### config.mk
export PLATFORM = sky130hd
export DESIGN_NAME = enemy_sprite_renderer
export DESIGN_NICKNAME = d
export VERILOG_FILES = /design/src/rtl/enemy_sprite_renderer.sv
export SDC_FILE = /design/constraint.sdc
export NUM_CORES = 1
export LEC_CHECK = 0
export CELL_PAD_IN_SITES_DETAIL_PLACEMENT = 1
export CELL_PAD_IN_SITES_GLOBAL_PLACEMENT = 1
export CORE_UTILIZATION = 43
export CTS_BUF_LIST = sky130_fd_sc_hd__clkbuf_8
export DETAILED_ROUTE_END_ITERATION = 8
export HOLD_SLACK_MARGIN = 0.06
export MAX_ROUTING_LAYER = met4
export PLACE_DENSITY = 0.8
export SYNTH_ARGS = -nofsm -noshare
export SYNTH_HDL_FRONTEND = slang
export SYNTH_SLANG_ARGS = --single-unit
### constraint.sdc
create_clock -name clk -period 5.2 [get_ports clk]
set_clock_uncertainty 0.2 [all_clocks]
set_input_delay 1.04 -clock clk [delete_from_list [all_inputs] [get_ports clk]]
set_output_delay 1.04 -clock clk [all_outputs]
set_load 0.02 [all_outputs]
### src/rtl/enemy_sprite_renderer.sv
// rtl/enemy_sprite_renderer.sv - erases and redraws up to N_PLANES 5x5 enemy sprites into the VGA frame buffer
module enemy_sprite_renderer #(
  parameter int          N_PLANES  = 10,
  parameter int          SCREEN_W  = 160,
  parameter int          SCREEN_H  = 120,
  parameter logic [2:0]  FG_COLOUR = 3'b111,
  parameter logic [2:0]  BG_COLOUR = 3'b000
) (
  input  logic                  clk,
  input  logic                  reset_n,
  input  logic                  start,
  input  logic [8*N_PLANES-1:0] x_in,
  input  logic [8*N_PLANES-1:0] y_in,
  input  logic [N_PLANES-1:0]   vis_in,
  output logic [7:0]            vga_x,
  output logic [6:0]            vga_y,
  output logic [2:0]            vga_colour,
  output logic                  vga_plot,
  output logic                  busy,
  output logic                  done
);

  typedef enum logic [1:0] {S_IDLE, S_SCAN, S_DONE} state_t;

  localparam logic [3:0] PLANE_LAST = 4'(N_PLANES - 1);

  state_t                r_state;
  logic [3:0]            r_plane;
  logic                  r_phase;   // 0 = erase at old position, 1 = draw at new position
  logic [2:0]            r_dx;
  logic [2:0]            r_dy;
  logic [8*N_PLANES-1:0] r_new_x;
  logic [8*N_PLANES-1:0] r_new_y;
  logic [8*N_PLANES-1:0] r_old_x;
  logic [8*N_PLANES-1:0] r_old_y;
  logic [N_PLANES-1:0]   r_new_vis;
  logic [N_PLANES-1:0]   r_old_vis;

  always_ff @(posedge clk) begin
    if (!reset_n) begin
      r_state   <= S_IDLE;
      r_plane   <= '0;
      r_phase   <= 1'b0;
      r_dx      <= '0;
      r_dy      <= '0;
      r_new_x   <= '0;
      r_new_y   <= '0;
      r_old_x   <= '0;
      r_old_y   <= '0;
      r_new_vis <= '0;
      r_old_vis <= '0;
    end else begin
      case (r_state)
        S_IDLE: begin
          if (start) begin
            r_new_x   <= x_in;
            r_new_y   <= y_in;
            r_new_vis <= vis_in;
            r_plane   <= '0;
            r_phase   <= 1'b0;
            r_dx      <= '0;
            r_dy      <= '0;
            r_state   <= S_SCAN;
          end
        end
        S_SCAN: begin
          if (r_dx != 3'd4) begin
            r_dx <= r_dx + 3'd1;
          end else begin
            r_dx <= '0;
            if (r_dy != 3'd4) begin
              r_dy <= r_dy + 3'd1;
            end else begin
              r_dy <= '0;
              if (!r_phase) begin
                r_phase <= 1'b1;
              end else begin
                r_phase <= 1'b0;
                if (r_plane == PLANE_LAST) begin
                  r_plane <= '0;
                  r_state <= S_DONE;
                end else begin
                  r_plane <= r_plane + 4'd1;
                end
              end
            end
          end
        end
        S_DONE: begin
          // What was just drawn becomes what the next frame must erase
          r_old_x   <= r_new_x;
          r_old_y   <= r_new_y;
          r_old_vis <= r_new_vis;
          r_state   <= S_IDLE;
        end
        default: r_state <= S_IDLE;
      endcase
    end
  end

  logic [7:0] w_base_x;
  logic [7:0] w_base_y;
  logic       w_vis;
  logic [8:0] w_px;
  logic [8:0] w_py;
  logic       w_in_screen;
  logic       w_mask;
  logic       w_scan;

  assign w_base_x    = r_phase ? r_new_x[r_plane*8 +: 8] : r_old_x[r_plane*8 +: 8];
  assign w_base_y    = r_phase ? r_new_y[r_plane*8 +: 8] : r_old_y[r_plane*8 +: 8];
  assign w_vis       = r_phase ? r_new_vis[r_plane] : r_old_vis[r_plane];
  assign w_px        = {1'b0, w_base_x} + {6'b0, r_dx};
  assign w_py        = {1'b0, w_base_y} + {6'b0, r_dy};
  assign w_in_screen = (w_px < 9'(SCREEN_W)) && (w_py < 9'(SCREEN_H));
  assign w_scan      = (r_state == S_SCAN);

  // Sprite shape; erase clears the whole 5x5 box instead
  always_comb begin
    w_mask = 1'b0;
    case (r_dy)
      3'd1:    w_mask = (r_dx == 3'd2);
      3'd2:    w_mask = (r_dx <= 3'd4);
      3'd3:    w_mask = (r_dx == 3'd2);
      3'd4:    w_mask = (r_dx >= 3'd1) && (r_dx <= 3'd3);
      default: w_mask = 1'b0;
    endcase
  end

  assign vga_plot   = w_scan && w_vis && (!r_phase || w_mask) && w_in_screen;
  assign vga_x      = w_scan ? w_px[7:0] : 8'd0;
  assign vga_y      = w_scan ? w_py[6:0] : 7'd0;
  assign vga_colour = (w_scan && r_phase) ? FG_COLOUR : BG_COLOUR;
  assign busy       = w_scan;
  assign done       = (r_state == S_DONE);

endmodule

==> results of run 1 <==
-- per-layer routing --
layer	wire (um)	up-vias	GRT usage, %
met4	1600	0	10.1
met3	2210	108	3.42
met5	0	-	-
li1	-	6676	-
met2	24300	339	42.5
met1	23500	7029	35.3
-- timing repair --
item / in CTS / in global routing
buffers inserted: 15 / 10
setup endpoints to repair: 13 / 10
gates resized for setup: 62 / 18
hold endpoints to repair: 0 / 0
pin swaps: 12 / 11
cloned: 2 / 1
-- report_power, final --
| group | switching (mW) | leakage [nW] | internal, mW | total (mW) |
|---|---|---|---|---|
| Clock | 1.12 | 0.683 | 1.34 | 2.47 |
| Sequential | 0.120 | 2.87 | 2.84 | 2.96 |
| Combinational | 0.402 | 3.67 | 0.301 | 0.704 |
| Total | 1.65 | 7.23 | 4.48 | 6.13 |
-- registers in the layout, indices dropped and copies added (netlist names) --
signal     count
r_new_x       80
r_new_vis     10
r_dy           3
r_old_x       80
r_new_y       80
r_plane        4
r_phase        1
r_dx           3
r_old_vis     10
r_old_y       80
r_state        2
-- cell usage in the layout, fill, tap and decap left out, types with 14 or more instances in the layout --
cell | Yosys | routed
nor2_1 | 21 | 21
mux2i_1 | 26 | 26
inv_1 | 16 | 31
mux4_1 | 14 | 14
ha_1 | 16 | 14
mux4_2 | 66 | 66
nand2_1 | 719 | 713
clkbuf_8 | 0 | 77
buf_4 | 6 | 73
a21boi_0 | 342 | 342
clkdlybuf4s50_1 | 0 | 178
dfxtp_1 | 353 | 350
-- worst reg2reg max path: stages, from the launching register on --
cell	delay, ps
dfxtp_1	400
inv_1	220
nand2_4	490
inv_6	240
buf_4	690
buf_4	950
nand2_1	200
a21boi_0	200
-- worst min-delay path by stage --
stage | startpoint | cells past startpoint | endpoint
finish | r_old_x[68] | 2 | r_old_x[68]
global route | r_old_x[64] | 2 | r_old_x[64]
CTS | r_old_x[70] | 2 | r_old_x[70]
detailed placement | r_old_x[78] | 2 | r_old_x[78]
global placement | r_old_x[77] | 2 | r_old_x[77]
floorplan | r_old_x[29] | 2 | r_old_x[29]
-- cell families after synthesis --
family | after synthesis | synth area share (%)
AND/OR/NAND/NOR | 803 | 19.1
adder cells (fa/ha/maj) | 18 | 1.44
multiplexers | 109 | 13.1
XOR/XNOR | 11 | 0.579
AO/OA/AOI/OAI | 410 | 18.4
flip-flops | 353 | 42.5
buffers and inverters | 168 | 4.87
-- area by class of cell --
class,count,area share (%)
Inverter,19,0.372
Sequential cell,353,34.5
Tap cell,511,3.12
Timing Repair Buffer,270,12.9
Clock inverter,25,0.610
Antenna cell,1,0.0122
Clock buffer,76,5.10
Multi-Input combinational cell,1351,43.4
-- through the flow --
step / instances / cell area (um^2) / setup TNS (ps)
finish: 2606 / 20500 / -468
global route: 2605 / 20500 / -1380
CTS: 2596 / 20400 / -433
detailed placement: 2478 / 18900 / -368
global placement: 2478 / 18900 / -216
floorplan: 1872 / 16600 / 0
==> impl_metrics.json, run 1 <==
{
  "end_kind": "primary output",
  "crit_family": "multiplexers",
  "detail_route.wl_per_cell_um": 19.8,
  "ir_drop_mv": 0.159,
  "relSlewSlack_pct": 26.5,
  "multi_input_area_um2": 8900,
  "crit_path_max_incr_delay_ps": 520,
  "setup_viol": 4,
  "max_freq_mhz": 185,
  "antenna_found_initial": 0,
  "criticalPathCategory": "reg -> out",
  "grt_pass1_vias": 14634,
  "rsz0062_at_grt": "true",
  "hold_ws_ps": 264,
  "clock_latency_ps": 640,
  "cp.depth": 14,
  "die_h_um": 199,
  "port-buffer-count": 193,
  "ys_types": 65,
  "hold_viol_final": 0,
  "vias": 14152,
  "drt_iter0_drc": 773,
  "syn_avg_cell_area_um2": 8.89,
  "reg2reg_depth": 7,
  "r2r-start": "r_state[0]",
  "crit_path_top_delay_cell": "mux4_2",
  "synth-async-reset-ratio_pct": 0,
  "required_ps": 3960,
  "drt_first_pass_iters": 5,
  "clock_path_buffers": 3,
  "holdCritPathClass": "reg -> reg",
  "cts_root_buffer": "clkbuf_8",
  "fin_crit_ps": 5420,
  "syn_area_um2": 16600,
  "grt_pass1_wl_um": 79900,
  "seqCellArea_um2": 7080,
  "tritoncts": "done",
  "crit_start": "r_phase",
  "dieArea_um2": 39500,
  "ys_warn_count": 0,
  "dp_hpwl_um": 35000,
  "drv_slew": 0,
  "area_growth_pct": 23.3,
  "num-fill-cells": 4358,
  "power_density_nw_per_um2": 299,
  "status": "complete, but fails checks",
  "yosysSeqAreaShare_pct": 42.5,
  "synth_top_area_share_pct": 42.5,
  "globalRouteOverflowTotal": 0,
  "core-area_um2": 37800,
  "endpoint": "vga_plot",
  "clock_sinks": 353,
  "postCtsHoldBufs": 0,
  "critPathLaunchType": "flip-flop",
  "cp_cell_sequence": "buf_12 > buf_16 > mux4_2 > mux4_2 > inv_2 > o21ai_1 > ha_1 > inv_1 > o21ai_2 > and2_4 > nand2_2 > o41a_1 > nor4_4 > buf_4",
  "synth-main-ff-cell": "dfxtp_1",
  "violations": "negative setup slack",
  "drc": 0,
  "gp_congestion": 0.923,
  "p_leak_nw": 7.23,
  "reg2reg_to": "r_old_x[12]",
  "start_util_pct": 44.0,
  "via_per_inst": 5.43,
  "grt_usage_pct": 26.9,
  "worst-path-buf-inv": 5,
  "max-cap-violations": 0,
  "synth-edff-count": 0,
  "ys_top_cells_by_count": "nand2_1, dfxtp_1, a21boi_0",
  "totalPowerFinal_mw": 6.13,
  "worstMarginPinSlew_ps": 1100,
  "drt-total-wl_um": 51600,
  "yosysMostFrequentCell": "nand2_1",
  "r2r_slack_ps": 1510,
  "crit_fanout": 5,
  "synth_nets": 2063,
  "worst_path_most_repeated_cell": "mux4_2",
  "cts_max_level": 2,
  "antenna_left": 0,
  "place_ws_ps": -203,
  "synth.largest_area_cell": "dfxtp_1",
  "syn_inst": 1872,
  "grt_start_max_net_pins": 150,
  "ys_seq_elements": 353,
  "dieWidth_um": 199,
  "setup_slack_ps": -219,
  "drive_above_1_share_pct": 13.6,
  "num_rows": 71,
  "finalNetCount": 2245,
  "fin_crit_sh_pct": 104,
  "yosys-top-cells-area": "dfxtp_1, nand2_1, a21boi_0",
  "ios": 194,
  "arrival_ps": 4180,
  "cts_buffers": 59,
  "clkTransAtPathRegs_ps": 70,
  "fin_util_pct": 54.2
}
(Power assumes the default switching activity.)
==> run 2: changes to the inputs <==
--- a/config.mk
+++ b/config.mk
@@ -10,9 +10,12 @@
 export CORE_UTILIZATION = 43
 export CTS_BUF_LIST = sky130_fd_sc_hd__clkbuf_8
 export DETAILED_ROUTE_END_ITERATION = 8
+export DONT_BUFFER_PORTS = 1
 export HOLD_SLACK_MARGIN = 0.06
 export MAX_ROUTING_LAYER = met4
-export PLACE_DENSITY = 0.8
+export PLACE_DENSITY = 0.72
+export SKIP_LAST_GASP = 1
 export SYNTH_ARGS = -nofsm -noshare
 export SYNTH_HDL_FRONTEND = slang
 export SYNTH_SLANG_ARGS = --single-unit
+export TNS_END_PERCENT = 10
==> impl_metrics.json, run 2 (same netlist as run 1, synthesis figures left out) <==
{
  "power_density_nw_per_um2": 337,
  "p_leak_nw": 6.48,
  "clkTransAtPathRegs_ps": 60,
  "reg2reg_depth": 6,
  "core-area_um2": 37800,
  "violations": "negative setup slack",
  "port-buffer-count": 0,
  "worstMarginPinSlew_ps": 1100,
  "grt_start_max_net_pins": 354,
  "start_util_pct": 44.0,
  "crit_path_top_delay_cell": "mux4_2",
  "cts_max_level": 2,
  "num-fill-cells": 4458,
  "area_growth_pct": 12.4,
  "arrival_ps": 4070,
  "dp_hpwl_um": 33300,
  "max_freq_mhz": 188,
  "met1_usage_pct": 35.4,
  "antenna_left": 0,
  "crit_path_max_incr_delay_ps": 520,
  "worst_path_most_repeated_cell": "buf_4",
  "totalPowerFinal_mw": 6.30,
  "fin_crit_ps": 5310,
  "globalRouteOverflowTotal": 0,
  "vias": 13346,
  "dieArea_um2": 39500,
  "crit_fanout": 9,
  "finalNetCount": 2049,
  "tritoncts": "done",
  "crit_start": "r_phase",
  "required_ps": 3960,
  "global_route.usage.met2_pct": 39.7,
  "reg2reg_to": "r_old_y[2]",
  "hold_viol_final": 0,
  "gp_congestion": 0.875,
  "drv_slew": 0,
  "grt_pass1_vias": 13613,
  "criticalPathCategory": "reg -> out",
  "end_kind": "primary output",
  "setup_viol": 5,
  "cp_cell_sequence": "buf_6 > buf_6 > mux4_2 > mux4_2 > inv_1 > o21ai_0 > ha_1 > buf_4 > a21oi_2 > buf_4 > buf_4 > nand4_1 > a21oi_2 > nor4_4 > buf_4",
  "drt_iter0_drc": 781,
  "layout_common_cells": "nand2_1, dfxtp_1, a21boi_0",
  "fin_crit_sh_pct": 102,
  "layout_commonest_cell": "nand2_1",
  "drive_above_1_share_pct": 14.7,
  "via_per_inst": 5.51,
  "clock_path_buffers": 3,
  "status": "complete, but fails checks",
  "max-cap-violations": 0,
  "drc": 0,
  "cts_root_buffer": "clkbuf_8",
  "cp.depth": 15,
  "setup_slack_ps": -110,
  "holdCritPathClass": "reg -> reg",
  "cts_buffers": 61,
  "rsz0062_at_grt": "true",
  "r2r-start": "r_state[0]",
  "num_rows": 71,
  "crit_family": "multiplexers",
  "drt-total-wl_um": 49800,
  "grt_util_met3_pct": 4.14,
  "relSlewSlack_pct": 26.5,
  "grt_usage_pct": 26.1,
  "clock_latency_ps": 660,
  "ios": 194,
  "worst-path-buf-inv": 7,
  "die_h_um": 199,
  "critPathLaunchType": "flip-flop",
  "antenna_found_initial": 2,
  "grt_pass1_wl_um": 76800,
  "r2r_slack_ps": 1890,
  "busiest_layer": "met2",
  "fin_util_pct": 49.4,
  "detail_route.wl_per_cell_um": 20.6,
  "dieWidth_um": 199,
  "endpoint": "vga_plot",
  "drt_first_pass_iters": 5,
  "ir_drop_mv": 0.225,
  "clock_sinks": 353
}
==> run 2: repair_timing <==
action | in CTS | in global routing
endpoints found under the setup margin | 10 | 7
buffers inserted | 26 | 8
pin swaps | 13 | 16
hold buffers | 0 | 0
gates cloned | 1 | 0
gates resized for setup | 20 | 24
==> run 2: per-stage QoR <==
stage | instances | hold slack [ps] | worst slack (ps) | setup TNS, ps | cell area [um^2]
after floorplan | 1872 | 239 | 51.7 | 0 | 16600
after global placement | 2272 | 244 | 168 | 0 | 16900
after detailed placement | 2272 | 252 | 24.3 | 0 | 16900
after CTS | 2413 | 261 | -186 | -460 | 18600
after global routing | 2422 | 283 | -253 | -1170 | 18700
final | 2422 | 257 | -110 | -263 | 18700
==> run 2: how the worst min path moves through the flow <==
stage                      from           to  slack [ps]  cells past startpoint
floorplan           r_old_x[29]  r_old_x[29]         240                      2
global placement    r_old_y[59]  r_old_y[59]         240                      2
detailed placement  r_old_y[70]  r_old_y[70]         250                      2
CTS                 r_old_y[70]  r_old_y[70]         260                      2
global route        r_old_x[21]  r_old_x[21]         280                      2
finish              r_old_y[70]  r_old_y[70]         260                      2
==> run 2: routing by layer <==
layer / part of all wire, % / wire length, um
met2: 46 / 22700
met4: 2.4 / 1180
met3: 4.2 / 2100
met1: 48 / 23800
met5: 0 / 0
==> run 2: area by class of cell <==
class                      instances  area (um^2)  area share [%]
sequential                       353         7080            37.8
inverter                          19         76.3           0.408
clock inverter                    33          279            1.49
timing repair buffer              72          619            3.31
clock buffer                      81         1110            5.96
antenna                            2         5.00          0.0268
multi-input combinational       1351         8890            47.5
tap                              511          639            3.42
==> run 2: worst register-to-register path: cells and delay by family (launching register included) <==
| kind | cells | cell delay [ps] |
|---|---|---|
| AO/OA/AOI/OAI | 1 | 220 |
| buffers and inverters | 3 | 1690 |
| flip-flops | 1 | 390 |
| AND/OR/NAND/NOR | 2 | 710 |
==> run 2: power by group <==
| group | switching (mW) | internal [mW] |
|---|---|---|
| sequential | 0.129 | 2.84 |
| combinational | 0.338 | 0.173 |
| clock | 1.18 | 1.64 |
| total | 1.65 | 4.65 |
==> run 3: changes to the inputs <==
--- a/config.mk
+++ b/config.mk
@@ -8,7 +8,6 @@
 export CELL_PAD_IN_SITES_DETAIL_PLACEMENT = 1
 export CELL_PAD_IN_SITES_GLOBAL_PLACEMENT = 1
 export CORE_UTILIZATION = 43
-export CTS_BUF_LIST = sky130_fd_sc_hd__clkbuf_8
 export DETAILED_ROUTE_END_ITERATION = 8
 export DONT_BUFFER_PORTS = 1
 export HOLD_SLACK_MARGIN = 0.06
==> impl_metrics.json, run 3 (same netlist as run 1, synthesis figures left out) <==
{
  "status": "complete, but fails checks",
  "violations": "negative setup slack",
  "tritoncts": "done",
  "drt-total-wl_um": 50000,
  "grt_pass1_vias": 13608,
  "cts_buffers": 40,
  "postCtsHoldBufs": 0,
  "antenna_found_initial": 1,
  "num_rows": 71,
  "crit_fanout": 6,
  "drive_above_1_share_pct": 12.3,
  "start_util_pct": 44.0,
  "grt_usage_pct": 26.4,
  "dp_cells": 2272,
  "fin_crit_ps": 5260,
  "fin_cells": 2369,
  "area_growth_pct": 11.1,
  "vias": 13183,
  "worstMarginPinSlew_ps": 1090,
  "dp_hpwl_um": 33300,
  "max-cap-violations": 0,
  "grt_start_max_net_pins": 354,
  "layout_common_cells": "nand2_1, dfxtp_1, a21boi_0",
  "required_ps": 3960,
  "ios": 194,
  "die_h_um": 199,
  "drt_iter0_drc": 683,
  "dieArea_um2": 39500,
  "setup_slack_ps": -62.9,
  "clock_latency_ps": 560,
  "place_ws_ps": 24.3,
  "clkTransAtPathRegs_ps": 60,
  "end_kind": "primary output",
  "drc": 0,
  "critPathLaunchType": "flip-flop",
  "setup_viol": 1,
  "holdCritPathClass": "reg -> reg",
  "via_per_inst": 5.56,
  "max_freq_mhz": 190,
  "power_density_nw_per_um2": 335,
  "grt_pass1_wl_um": 77000,
  "gp_congestion": 0.875,
  "criticalPathCategory": "reg -> out",
  "cts_root_buffer": "clkbuf_16",
  "relSlewSlack_pct": 27.3,
  "fin_crit_sh_pct": 101,
  "r2r_slack_ps": 1950,
  "ir_drop_mv": 0.194,
  "antenna_left": 0,
  "clock_sinks": 353,
  "num-fill-cells": 4399,
  "drv_slew": 0,
  "detail_route.wl_per_cell_um": 21.1,
  "globalRouteOverflowTotal": 0,
  "hold_viol_final": 0,
  "core-area_um2": 37800,
  "dieWidth_um": 199,
  "cts_max_level": 2,
  "layout_commonest_cell": "nand2_1",
  "p_leak_nw": 6.28,
  "drt_first_pass_iters": 4,
  "arrival_ps": 4020,
  "totalPowerFinal_mw": 6.20,
  "rsz0062_at_grt": "true",
  "port-buffer-count": 0,
  "finalNetCount": 2021,
  "clock_path_buffers": 3
}
[run 3: changes by cell type in the layout (fill, tap and decap cells not counted), sizes merged]
cell	change
diode	-1
inv	-18
clkbuf	-18
clkinv	-3
bufinv	-4
buf	-7
clkinvlp	-2
[run 3: routing by layer]
metal	up-vias	wire, um	global-route usage, %
li1	6234	-	-
met1	6592	23200	35.0
met2	269	23200	40.9
met3	88	2210	5.07
met4	0	1340	7.55
met5	-	0	-
[run 3: what timing repair did]
item,4_1_cts,5_1_grt
setup buffers,18,9
pin swaps,9,15
cloned,1,0
gates resized for setup,17,16
setup endpoints to repair,9,4
[run 3: final timing paths]
check	from	to	cells past startpoint
hold / removal	r_old_y[47]	r_old_y[47]	2
hold reg to reg	r_old_y[47]	r_old_y[47]	2
setup reg to reg	r_state[0]	r_old_y[2]	6
setup / recovery	r_phase	vga_plot	12
[run 3: layout make-up]
type	instances	area, um^2	area share (%)
multi-input combinational	1351	8880	48.1
sequential	353	7080	38.3
clock buffer	63	1180	6.38
tap	511	639	3.46
timing repair buffer	65	574	3.11
inverter	19	76.3	0.413
clock inverter	6	57.6	0.311
antenna	1	2.50	0.0135
[run 3: power breakdown]
| part | internal [mW] | switching [mW] | leakage, nW |
|---|---|---|---|
| sequential | 2.83 | 0.130 | 2.87 |
| combinational | 0.177 | 0.338 | 2.80 |
| clock | 1.60 | 1.12 | 0.603 |
[run 3: critical path: stages (launching register included)]
cell and delay [ps]:
dfxtp_4 420, buf_12 140, mux4_2 530, mux4_2 520, inv_2 80, o21ai_2 50, ha_2 200, fa_2 400
nand2_2 80, nand2_2 80, o41a_1 430, nor4_4 330, buf_4 190
[run 3: through the flow]
step	hold slack [ps]	TNS, ps	utilization, %	area [um^2]
2_1_floorplan	239	0	-	16600
3_3_place_gp	244	0	44.6	16900
3_5_place_dp	252	0	44.6	16900
4_1_cts	260	-133	48.6	18400
5_1_grt	282	-600	48.9	18500
6_report	261	-62.9	48.9	18500
